[src/rtl/prog_loader_pkg.sv]
// Shared types and default sizes for the program loader.
package prog_loader_pkg;

    localparam int ADDR_W_DEF    = 4;
    localparam int DATA_W_DEF    = 8;
    localparam int NUM_WORDS_DEF = 16;

    typedef enum logic [2:0] {
        IDLE  = 3'd0,
        LOAD  = 3'd1,
        CHECK = 3'd2,
        DONE  = 3'd3,
        ERROR = 3'd4
    } state_t;

endpackage

[src/rtl/prog_loader_edge_detector.sv]
// Registered-previous-value edge detector; the previous value tracks the input
// even during reset so a level held across reset release is not seen as an edge.
module edge_detector (
    input  logic clk,
    input  logic rst,
    input  logic a_i,
    output logic rising_edge_o,
    output logic falling_edge_o
);

    logic prev;

    always_ff @(posedge clk) begin
        prev <= a_i;
    end

    assign rising_edge_o  = !rst && a_i && !prev;
    assign falling_edge_o = !rst && !a_i && prev;

endmodule

[src/rtl/prog_loader.sv]
// Streams a 16-byte image plus checksum byte into the program RAM and keeps the
// CPU halted until the image is verified.
module prog_loader
    import prog_loader_pkg::*;
#(
    parameter int ADDR_W    = ADDR_W_DEF,
    parameter int DATA_W    = DATA_W_DEF,
    parameter int NUM_WORDS = NUM_WORDS_DEF
) (
    input  logic              clk,
    input  logic              rst,
    input  logic              start,
    input  logic [DATA_W-1:0] in_data,
    input  logic              in_valid,
    output logic              in_ready,
    output logic              prog_mode,
    output logic [ADDR_W-1:0] prog_addr,
    output logic [DATA_W-1:0] prog_data,
    output logic              cpu_halt,
    output logic              busy,
    output logic              done,
    output logic              err,
    output state_t            state
);

    localparam logic [ADDR_W-1:0] LAST_ADDR = ADDR_W'(NUM_WORDS - 1);

    logic              start_rise;
    logic              unused_start_fall;
    logic              hs;
    logic [ADDR_W-1:0] addr;
    logic [DATA_W-1:0] sum;
    logic [DATA_W-1:0] check_total;

    edge_detector u_start_edge (
        .clk           (clk),
        .rst           (rst),
        .a_i           (start),
        .rising_edge_o (start_rise),
        .falling_edge_o(unused_start_fall)
    );

    // Handshake view is built only from the registered state plus in_valid.
    assign hs          = in_valid && in_ready;
    assign check_total = sum + in_data;

    always_ff @(posedge clk) begin
        if (rst) begin
            state     <= IDLE;
            addr      <= '0;
            sum       <= '0;
            prog_mode <= 1'b0;
            prog_addr <= '0;
            prog_data <= '0;
        end else begin
            prog_mode <= 1'b0;
            case (state)
                IDLE: begin
                    if (start_rise) begin
                        state <= LOAD;
                        addr  <= '0;
                        sum   <= '0;
                    end
                end
                LOAD: begin
                    // A restart wins over a same-cycle handshake, which is dropped.
                    if (start_rise) begin
                        addr <= '0;
                        sum  <= '0;
                    end else if (hs) begin
                        sum       <= sum + in_data;
                        prog_addr <= addr;
                        prog_data <= in_data;
                        prog_mode <= 1'b1;
                        addr      <= addr + 1'b1;
                        if (addr == LAST_ADDR) begin
                            state <= CHECK;
                        end
                    end
                end
                CHECK: begin
                    if (start_rise) begin
                        state <= LOAD;
                        addr  <= '0;
                        sum   <= '0;
                    end else if (hs) begin
                        state <= (check_total == '0) ? DONE : ERROR;
                    end
                end
                DONE, ERROR: begin
                    if (start_rise) begin
                        state <= LOAD;
                        addr  <= '0;
                        sum   <= '0;
                    end
                end
                default: begin
                    state <= IDLE;
                end
            endcase
        end
    end

    assign in_ready = (state == LOAD) || (state == CHECK);
    assign busy     = (state == LOAD) || (state == CHECK);
    assign cpu_halt = (state == LOAD) || (state == CHECK) || (state == ERROR);
    assign done     = (state == DONE);
    assign err      = (state == ERROR);

endmodule

[config.mk]
export PLATFORM = sky130hd
export DESIGN_NAME = prog_loader
export DESIGN_NICKNAME = d
export VERILOG_FILES = /design/src/rtl/prog_loader_pkg.sv /design/src/rtl/prog_loader_edge_detector.sv /design/src/rtl/prog_loader.sv
export SDC_FILE = /design/constraint.sdc
export NUM_CORES = 1
export LEC_CHECK = 0
export BUFFER_PORTS_ARGS = -buffer_cell sky130_fd_sc_hd__buf_2
export CAP_MARGIN = 20
export CORE_ASPECT_RATIO = 1.75
export CORE_UTILIZATION = 48
export CTS_BUF_LIST = sky130_fd_sc_hd__clkbuf_16
export CTS_CLUSTER_SIZE = 24
export DETAILED_ROUTE_END_ITERATION = 12
export HOLD_SLACK_MARGIN = 0.03
export PLACE_DENSITY = 0.74
export SLEW_MARGIN = 5
export SYNTH_ARGS = -nofsm -noshare
export SYNTH_HDL_FRONTEND = slang
export SYNTH_SLANG_ARGS = --single-unit
export TNS_END_PERCENT = 30
[constraint.sdc]
create_clock -name clk -period 2.4 [get_ports clk]
set_clock_uncertainty 0.15 [all_clocks]
set_input_delay 0.72 -clock clk [delete_from_list [all_inputs] [get_ports clk]]
set_output_delay 0.72 -clock clk [all_outputs]
set_load 0.01 [all_outputs]
# Word-level counts from Yosys, hierarchy flattened
# Index checks and enable logic that the tools add are counted.
# word_totals
regBits	29
input_bits	12
output_inout_bits	21
elab_cells	56
# classes
addsub	2
n_eq_ne	12
muxes	17
bitwise	2
reduce_logical	16
# op_table
cell	n
$mux 8	3
$mux 3	7
$pmux 8 s2	1
$mux 4	3
$pmux 3 s3	1
$add 8x8->8	1
$logic_not 8->1	1
$pmux 4 s2	1
$eq 3x2->1 const B	2
$ne 2x2->1 const B	3
$ne 3x3->1 const B	2
$reduce_and 3->1	2
$reduce_or 3->1	2
$reduce_and 5->1	1
$add 4x1->4 const B	1
$eq 4x4->1 const B	1
$ne 2x1->1 const B	2
$reduce_or 4->1	1
$eq 3x1->1 const B	1
$eq 3x3->1 const B	1
$logic_and 1x1->1	3
$logic_not 3->1	1
$logic_not 1->1	2
$logic_or 1x1->1	2
3 further kinds	4

# Depth between registers and ports, before layout
# Gate-level depths: netlist of run 1.
# logic_depth
ltp_word	6
mapped_depth	9
depth_no_buf	9

# Modules after synthesis
# A second synthesis of run 1 with hierarchy kept.
# hier_totals
cells_unflattened	181
area_unflattened_um2	1642.8
# modules_own_cells
module	n_inst	cells_each	area_per_inst_um2
prog_loader	1	178	1607.8
edge_detector	1	3	35.0

# Worst setup path after synthesis of run 1
# No wires, ideal clock.
# synth_timing
kind	input to register
startpoint	input in_data[0]
endpoint	register state[2]
setup_time_ns	0.116
t_arrival_ns	2.215
t_required_ns	2.134
setup_slack_ns	-0.081
path_stages	8
path_buffers	0
cell_sequence	ha_1 > inv_1 > fa_1 > nand2b_1 > a21o_1 > a211oi_1 > nand4_1 > o211a_1
# synth_via
elab_chain_len	6
# synth_rtl
element	line	source
from (decl)	prog_loader.sv:13	input logic [DATA_W-1:0] in_data,
$add 8x8->8	prog_loader.sv:45	assign check_total = sum + in_data;
$logic_not 8->1	prog_loader.sv:87	state <= (check_total == '0) ? DONE : ERROR;
$mux 3	prog_loader.sv:87	
$mux 3	prog_loader.sv:86	end else if (hs) begin
$mux 3	prog_loader.sv:82	if (start_rise) begin
$pmux 3 s3	prog_loader.sv:57	case (state)
to (signal assigned)	prog_loader.sv:87	
to (decl)	prog_loader.sv:23	output state_t state
# No other way between the ends. The select of a mux whose other input is x is not followed.
# A chain may end at the register's enable or synchronous reset.

# Worst setup path in the final report of run 1
# layout_timing
startpoint	input in_data[1]
endpoint	register state[2]
# Same word-level chain as after synthesis.

==> results.sh, run 1 <==
export IMPL_status="completed"
export IMPL_worst_slew_pin_slew_ns=0.442
export IMPL_peakVddDrop_v=0.000578
export IMPL_die_w_um=45.6
export IMPL_die_h_um=78.2
export IMPL_endpoint_kind="flip-flop"
export IMPL_hpwl_mm=2.69
export IMPL_clk_latency_ns=0.28
export IMPL_grt_pass1_wl_mm=6.11
export IMPL_rsz0062_at_grt="true"
export IMPL_synth_cell_types=40
export IMPL_worst_slack_ns=0.0542
export IMPL_final_layout_size_suffix_gt1_share_pct=31.2
export IMPL_max_slew_margin_rel_pct=70.5
export IMPL_drt_iter0_markers=36
export IMPL_dieArea_um2=3560
export IMPL_synth_top_area_share_pct=36.4
export IMPL_ctsHtreeMaxLevel=2
export IMPL_power_density_nw_per_um2=617
export IMPL_cts_tree="yes"
export IMPL_dr_pass1_iters=4
export IMPL_drcViolationCount=0
export IMPL_maxCapViolations=0
export IMPL_final_cell_mix="31 x nor2_1, 31 x buf_2, 28 x dfxtp_1, 21 x buf_4, 14 x a21oi_1"
export IMPL_synth_area_um2=1590
export IMPL_yosysSeqAreaShare_pct=36.4
export IMPL_fin_crit_sh_pct=97.7
export IMPL_clock_sinks=29
export IMPL_hold_start="sum[4]"
export IMPL_slew_viol_final=0
export IMPL_cp_start_kind="primary input"
export IMPL_setup_violations=0
export IMPL_avgViaCountPerCell=5.46
export IMPL_ioPinCount=33
export IMPL_antenna_found_initial=0
export IMPL_synth_top_area_cell="dfxtp_1"
export IMPL_num_rows=27
export IMPL_ctsHoldBuffers=0
export IMPL_r2r_end="state[2]"
export IMPL_cts_buffer_depth=2
export IMPL_hp_class="reg2reg"
export IMPL_layout_nets=257
export IMPL_portBuffers=32
export IMPL_drt_total_wl_mm=3.80
export IMPL_finalHoldViolations=0
export IMPL_clk_pin_slew_ns=0.05
export IMPL_yosys_warnings=0
export IMPL_avgSynthCellArea_um2=8.57
export IMPL_cts_buffers=5
export IMPL_syn_nets=207
export IMPL_clockRootBuffer="clkbuf_16"
export IMPL_preCtsSetupSlack_ns=-0.271
export IMPL_crit_fanout=3
export IMPL_r2r_cells=9
export IMPL_postRouteAntennaNets=0
export IMPL_cp_data_arrival_time_ns=2.36
export IMPL_finalSetupTns_ns=0
export IMPL_regToRegSetupSlack_ns=0.17
export IMPL_synth_area_top_cells="dfxtp_1 36%, mux2i_1 7.5%, nor2_1 7.3%"
export IMPL_worstHoldEndpoint="sum[4]"
export IMPL_yosys_register_bits=29
export IMPL_grt_ovfl_total=0
export IMPL_start_util_pct=50.7
export IMPL_p_leak_nw=1.04
export IMPL_diodes=0
export IMPL_num_vias=1529
export IMPL_min_path_cells=2
export IMPL_core_um2=3140
export IMPL_place_gp_congestion=0.820
export IMPL_track_usage_pct=23.1
export IMPL_rr_startpoint="sum[0]"
export IMPL_area_growth_pct=32.9
export IMPL_grt_pass1_vias=1481
export IMPL_grt_max_degree=28
export IMPL_syn_inst=186
export IMPL_critical_path_class="in2reg"
export IMPL_wire_per_inst_um=13.6
export IMPL_required_ns=2.42
export IMPL_fmax_mhz=426
export IMPL_period_minus_slack_ns=2.35
==> Yosys cell counts, drive strengths merged <==
| cell | number |
|---|---|
| clkbuf | 6 |
| dfxtp | 29 |
| and2 | 1 |
| nor2 | 31 |
| nor2b | 3 |
| or3b | 2 |
| nand2 | 12 |
| mux2i | 12 |
| o211a | 1 |
| nor3 | 4 |
| nand3b | 1 |
| fa | 1 |
| nand4b | 2 |
| xnor2 | 5 |
| a2111oi | 1 |
| a221o | 1 |
| a21oi | 15 |
| a211oi | 2 |
| o21bai | 1 |
| o22ai | 3 |
| o22a | 1 |
| o31ai | 1 |
| inv | 7 |
| o21ai | 5 |
| buf | 5 |
| xor2 | 5 |
| ha | 8 |
| a41oi | 1 |
| nor3b | 2 |
| o32a | 1 |
| o2bb2a | 2 |
| a2bb2oi | 1 |
| nand3 | 5 |
| nand2b | 5 |
| nand4 | 2 |
| a21o | 2 |
==> worst max path at each step <==
stage                     from       end  slack [ns]
floorplan           in_data[1]  state[2]       0.008
global placement    in_data[1]  state[2]       -0.23
detailed placement  in_data[1]  state[2]       -0.27
CTS                 in_data[1]  state[2]        0.02
global route        in_data[0]  state[2]       -0.08
finish              in_data[1]  state[2]        0.05
==> through the flow <==
| step | power, W | area (um^2) | util (%) | instances | hold WS, ns |
|---|---|---|---|---|---|
| 3_5_place_dp | 0.000706 | 1930 | 61.5 | 271 | 0.313 |
| 4_1_cts | 0.00130 | 2080 | 66.1 | 279 | 0.319 |
| 3_3_place_gp | 0.000704 | 1930 | 61.5 | 271 | 0.300 |
| 6_report | 0.00131 | 2120 | 67.4 | 280 | 0.324 |
| 5_1_grt | 0.00134 | 2120 | 67.4 | 280 | 0.355 |
| 2_1_floorplan | 0.000636 | 1610 | - | 186 | 0.282 |
==> registers in the layout, summed over array words and instances, names as in the netlist <==
register and cells:
prog_addr 4, addr 4, state 3, sum 8
u_start_edge.prev 1, prog_data 8, prog_mode 1
==> power by group <==
| group | total [W] | switching, W | internal (W) |
|---|---|---|---|
| clock network | 0.000600 | 0.000221 | 0.000379 |
| logic | 0.000198 | 0.000100 | 0.0000975 |
| registers | 0.000510 | 0.0000134 | 0.000496 |
==> layout make-up <==
class                   count  area (um^2)
fillers                   284         1020
clock buffers               5          125
clock inverters             3         17.5
flip-flops and latches     29          582
repair buffers             54          344
multi-input cells         139          970
inverters                   7         26.3
well taps                  43         53.8
==> routing by layer <==
| metal | GRT usage, % | part of all wire [%] | vias up |
|---|---|---|---|
| li1 | - | - | 750 |
| met1 | 23.6 | 41 | 723 |
| met2 | 40.9 | 54 | 47 |
| met3 | 5.06 | 3.5 | 9 |
| met4 | 12.1 | 2.2 | 0 |
| met5 | 0 | 0 | - |
==> cells by family after synthesis <==
family,synth area share [%]
and+or+nand+nor,20.9
AOI/OAI and AO/OA,16.4
DFF,36.4
buffers and inverters,5.73
muxes,7.54
xor gates and xnor gates,5.49
adders and majority gates,7.54
==> what timing repair did <==
item,4_1_cts,5_1_grt
resized for setup,0,8
buffers inserted,0,1
setup endpoints to repair,0,5
==> worst max-delay path, cell delays in order <==
cell and delay, ns:
buf_2 0.11, ha_1 0.28, a211oi_1 0.25, buf_4 0.16, o21bai_1 0.07, a21oi_1 0.17, xnor2_1 0.18, nand4_1 0.17
o211a_1 0.25
(Power assumes the default switching activity.)
==> inputs of run 2 (changes only) <==
- MAX_ROUTING_LAYER: not set -> met4
==> results.sh, run 2 (synthesis gave the netlist of run 1 again) <==
export IMPL_status="completed"
export IMPL_die_w_um=45.6
export IMPL_period_minus_slack_ns=2.33
export IMPL_fmax_mhz=430
export IMPL_die_h_um=78.2
export IMPL_slew_viol_final=0
export IMPL_final_cell_mix="31 x nor2_1, 31 x buf_2, 28 x dfxtp_1, 21 x buf_4, 14 x a21oi_1"
export IMPL_required_ns=2.42
export IMPL_start_util_pct=50.7
export IMPL_drcViolationCount=0
export IMPL_use_met1_pct=23.6
export IMPL_setup_violations=0
export IMPL_cts_buffer_depth=2
export IMPL_drt_iter0_markers=42
export IMPL_num_vias=1511
export IMPL_preCtsSetupSlack_ns=-0.271
export IMPL_clk_latency_ns=0.28
export IMPL_holdWs_ns=0.322
export IMPL_layout_nets=257
export IMPL_diodes=0
export IMPL_p_leak_nw=1.04
export IMPL_peakVddDrop_v=0.000579
export IMPL_dieArea_um2=3560
export IMPL_n_fill_cell=284
export IMPL_antenna_found_initial=0
export IMPL_place_gp_congestion=0.832
export IMPL_gr_usage_met3_pct=5.06
export IMPL_drt_total_wl_mm=3.78
export IMPL_track_usage_pct=23.7
export IMPL_core_um2=3140
export IMPL_cts_tree="yes"
export IMPL_ioPinCount=33
export IMPL_finalHoldViolations=0
export IMPL_finalInstanceArea_um2=2120
export IMPL_worst_slew_pin_slew_ns=0.446
export IMPL_critical_path_class="in2reg"
export IMPL_dr_pass1_iters=4
export IMPL_portBuffers=32
export IMPL_hpwl_mm=2.69
export IMPL_max_slew_margin_rel_pct=70.2
export IMPL_clk_pin_slew_ns=0.05
export IMPL_postRouteAntennaNets=0
export IMPL_clockRootBuffer="clkbuf_16"
export IMPL_power_density_nw_per_um2=617
export IMPL_grt_max_degree=28
export IMPL_cts_buffers=5
export IMPL_grtUsageMet2_pct=40.9
export IMPL_grt_pass1_vias=1481
export IMPL_grt_busiest_layer="met2"
export IMPL_maxCapViolations=0
export IMPL_min_path_cells=2
export IMPL_cp_start_kind="primary input"
export IMPL_crit_fanout=3
export IMPL_fin_crit_sh_pct=96.9
export IMPL_grt_pass1_wl_mm=6.10
export IMPL_worst_slack_ns=0.0744
export IMPL_area_growth_pct=32.9
export IMPL_rsz0062_at_grt="true"
export IMPL_avgViaCountPerCell=5.40
export IMPL_grt_ovfl_total=0
export IMPL_placed_area_um2=1930
export IMPL_wire_per_inst_um=13.5
export IMPL_top_regs="prog_data (8), sum (8)"
export IMPL_endpoint_kind="flip-flop"
export IMPL_ctsHtreeMaxLevel=2
export IMPL_num_rows=27
export IMPL_final_layout_size_suffix_gt1_share_pct=31.2
export IMPL_cp_data_arrival_time_ns=2.35
export IMPL_r2r_cells=9
export IMPL_hp_class="reg2reg"
export IMPL_clock_sinks=29
-- run 2: worst max-delay path: stages --
cell	delay, ns
buf_2	0.11
ha_1	0.28
a211oi_1	0.25
buf_4	0.16
o21bai_1	0.07
a21oi_1	0.16
xnor2_1	0.17
nand4_1	0.17
o211a_1	0.25
-- run 2: stage by stage --
step | TNS [ns] | std cells | total power, W | utilization, %
finish | 0 | 280 | 0.00131 | 67.4
global route | -0.123 | 280 | 0.00134 | 67.4
CTS | 0 | 279 | 0.00130 | 66.1
detailed placement | -0.958 | 271 | 0.000706 | 61.5
global placement | -0.731 | 271 | 0.000704 | 61.5
floorplan | 0 | 186 | 0.000636 | -
-- run 2: metal layers --
| metal | wire length [um] | up-vias |
|---|---|---|
| li1 | - | 751 |
| met1 | 1510 | 715 |
| met2 | 2060 | 37 |
| met3 | 138 | 8 |
| met4 | 76 | 0 |
| met5 | 0 | - |
-- run 2: power by group --
part	internal [W]	switching, W
Combinational	0.0000975	0.000100
Clock	0.000379	0.000222
Sequential	0.000496	0.0000134
-- run 2: path summary, 6_finish.rpt --
kind,from,to,slack (ns)
worst max-delay path,in_data[1],state[2],0.07
worst min-delay path,sum[4],sum[4],0.32
worst max register to register,sum[0],state[2],0.18
worst min register to register,sum[4],sum[4],0.32
-- run 2: area by class of cell --
class,count,area [um^2],area share [%]
repair buffers,54,344,16.2
clock inverters,3,17.5,0.827
well taps,43,53.8,2.54
multi-input cells,139,970,45.8
clock buffers,5,125,5.91
flip-flops and latches,29,582,27.5
inverters,7,26.3,1.24
-- run 2: timing repair --
| action | CTS | global route |
|---|---|---|
| hold buffers | 0 | 0 |
| setup buffers | 0 | 1 |
| gates resized for setup | 0 | 8 |
| setup endpoints to repair | 0 | 5 |
==> inputs of run 3 (changes only) <==
- CORE_UTILIZATION: 48 -> 50
- HOLD_SLACK_MARGIN: 0.03 -> 0.12
- clock period: 2.4 -> 2.39 ns (I/O delays scaled with it)
==> results.sh, run 3 (synthesis gave the netlist of run 1 again) <==
export IMPL_hp_class="reg2reg"
export IMPL_wire_per_inst_um=14.8
export IMPL_dr_pass1_iters=4
export IMPL_worst_slew_pin_slew_ns=0.441
export IMPL_layout_nets=257
export IMPL_finalPower_w=0.00141
export IMPL_ioPinCount=33
export IMPL_drcViolationCount=0
export IMPL_portBuffers=32
export IMPL_switchingPower_w=0.000332
export IMPL_power_frac_comb_pct=14.3
export IMPL_pwr_share_clk_pct=49.4
export IMPL_grt_ovfl_total=0
export IMPL_rr_startpoint="sum[0]"
export IMPL_die_h_um=76.7
export IMPL_area_growth_pct=35.0
export IMPL_clk_latency_ns=0.28
export IMPL_cp_data_arrival_time_ns=2.44
export IMPL_grt_pass1_wl_mm=6.56
export IMPL_die_w_um=44.7
export IMPL_worst_slack_ns=-0.0284
export IMPL_clock_sinks=29
export IMPL_critPathMaxStageDelay_ns=0.38
export IMPL_mostFrequentLayoutCell="buf_2"
export IMPL_setup_worst_path_start="in_data[0]"
export IMPL_cts_tree="yes"
export IMPL_antenna_found_initial=0
export IMPL_dieArea_um2=3430
export IMPL_switching_share_pct=23.6
export IMPL_num_rows=26
export IMPL_maxCapViolations=0
export IMPL_grt_pass1_vias=1494
export IMPL_hold_start="sum[3]"
export IMPL_diodes=0
export IMPL_cp_start_kind="primary input"
export IMPL_n_fill_cell=221
export IMPL_finalInstanceArea_um2=2150
export IMPL_track_usage_pct=26.7
export IMPL_fin_crit_sh_pct=101
export IMPL_path_cells="buf_8, ha_4, inv_2, fa_2, nand2b_4, a21o_1, a211oi_2, nand4_1, o211a_1"
export IMPL_peakVddDrop_v=0.000733
export IMPL_crit_fanout=3
export IMPL_slew_viol_final=0
export IMPL_power_density_nw_per_um2=655
export IMPL_placed_area_um2=1920
export IMPL_top_regs="prog_data (8), sum (8)"
export IMPL_regToRegSetupSlack_ns=0.08
export IMPL_seqPwrFrac_pct=36.3
export IMPL_internal_power_w=0.00108
export IMPL_status="finished, violations left"
export IMPL_endpoint_kind="flip-flop"
export IMPL_rsz0062_at_grt="true"
export IMPL_cts_buffer_depth=2
export IMPL_drt_total_wl_mm=4.13
export IMPL_required_ns=2.41
export IMPL_crit_slowest_cell="fa_2"
export IMPL_period_minus_slack_ns=2.42
export IMPL_final_layout_size_suffix_gt1_share_pct=31.6
export IMPL_preCtsSetupSlack_ns=-0.323
export IMPL_critical_path_class="in2reg"
export IMPL_core_um2=2960
export IMPL_max_slew_margin_rel_pct=70.6
export IMPL_grt_max_degree=28
export IMPL_fmax_mhz=413
export IMPL_p_leak_nw=1.04
export IMPL_setup_violations=1
export IMPL_place_gp_congestion=0.955
export IMPL_violations="negative setup slack"
export IMPL_final_cell_mix="31 x buf_2, 30 x nor2_1, 29 x dfxtp_1, 22 x buf_4, 14 x a21oi_1"
export IMPL_hpwl_mm=2.95
export IMPL_clk_pin_slew_ns=0.05
export IMPL_avgViaCountPerCell=5.57
export IMPL_cts_buffers=5
export IMPL_drt_iter0_markers=34
export IMPL_start_util_pct=53.8
export IMPL_num_vias=1553
export IMPL_finalHoldViolations=0
export IMPL_fin_cells=279
export IMPL_clockRootBuffer="clkbuf_16"
export IMPL_dp_cells=270
export IMPL_ctsHtreeMaxLevel=2
export IMPL_postRouteAntennaNets=0
## run 3: power by group through the flow
| stage | clock (W) | sequential (W) | combinational [W] |
|---|---|---|---|
| 6_report | 0.000695 | 0.000512 | 0.000201 |
| 5_1_grt | 0.000725 | 0.000514 | 0.000217 |
| 4_1_cts | 0.000700 | 0.000512 | 0.000191 |
| 3_5_place_dp | 0 | 0.000521 | 0.000189 |
| 3_3_place_gp | 0 | 0.000520 | 0.000182 |
| 2_1_floorplan | 0 | 0.000520 | 0.000119 |
## run 3: area by class of cell
class / count / area, um^2 / area share [%]
Multi-Input combinational cell: 139 / 995 / 46.2
Sequential cell: 29 / 581 / 27.0
Timing Repair Buffer: 54 / 335 / 15.6
Clock buffer: 5 / 125 / 5.81
Tap cell: 42 / 52.6 / 2.44
Clock inverter: 3 / 37.5 / 1.74
Inverter: 7 / 26.3 / 1.22
## run 3: per-stage QoR
stage | utilization (%) | hold slack, ns | TNS [ns]
detailed placement | 64.8 | 0.307 | -1.39
CTS | 70.5 | 0.313 | 0
global placement | 64.8 | 0.300 | -0.673
floorplan | - | 0.282 | 0
finish | 72.7 | 0.310 | -0.0284
global route | 72.7 | 0.340 | -0.0508
## run 3: worst paths after layout
check        depth (start not counted)        to
min reg2reg                          2    sum[3]
max reg2reg                          8  state[2]
min                                  2    sum[3]
max                                  9  state[2]
## run 3: timing repair
action,CTS,global route
pin swaps,0,10
setup buffers,0,1
gates cloned,0,0
setup endpoints to repair,3,2
hold buffers,0,0
gates resized for setup,1,13
## run 3: routing by layer
metal	vias up	routed length, um	track usage, %
met3	20	190	6.82
met4	0	193	17.0
met5	-	0	-
met2	58	2200	43.8
met1	733	1540	26.7
li1	742	-	-
## run 3: critical path, delay by kind of cell
family	cells	cell delay, ns
buffers and inverters	2	0.12
AOI/OAI and AO/OA	3	0.73
adders and majority gates	2	0.51
and+or+nand+nor	2	0.36
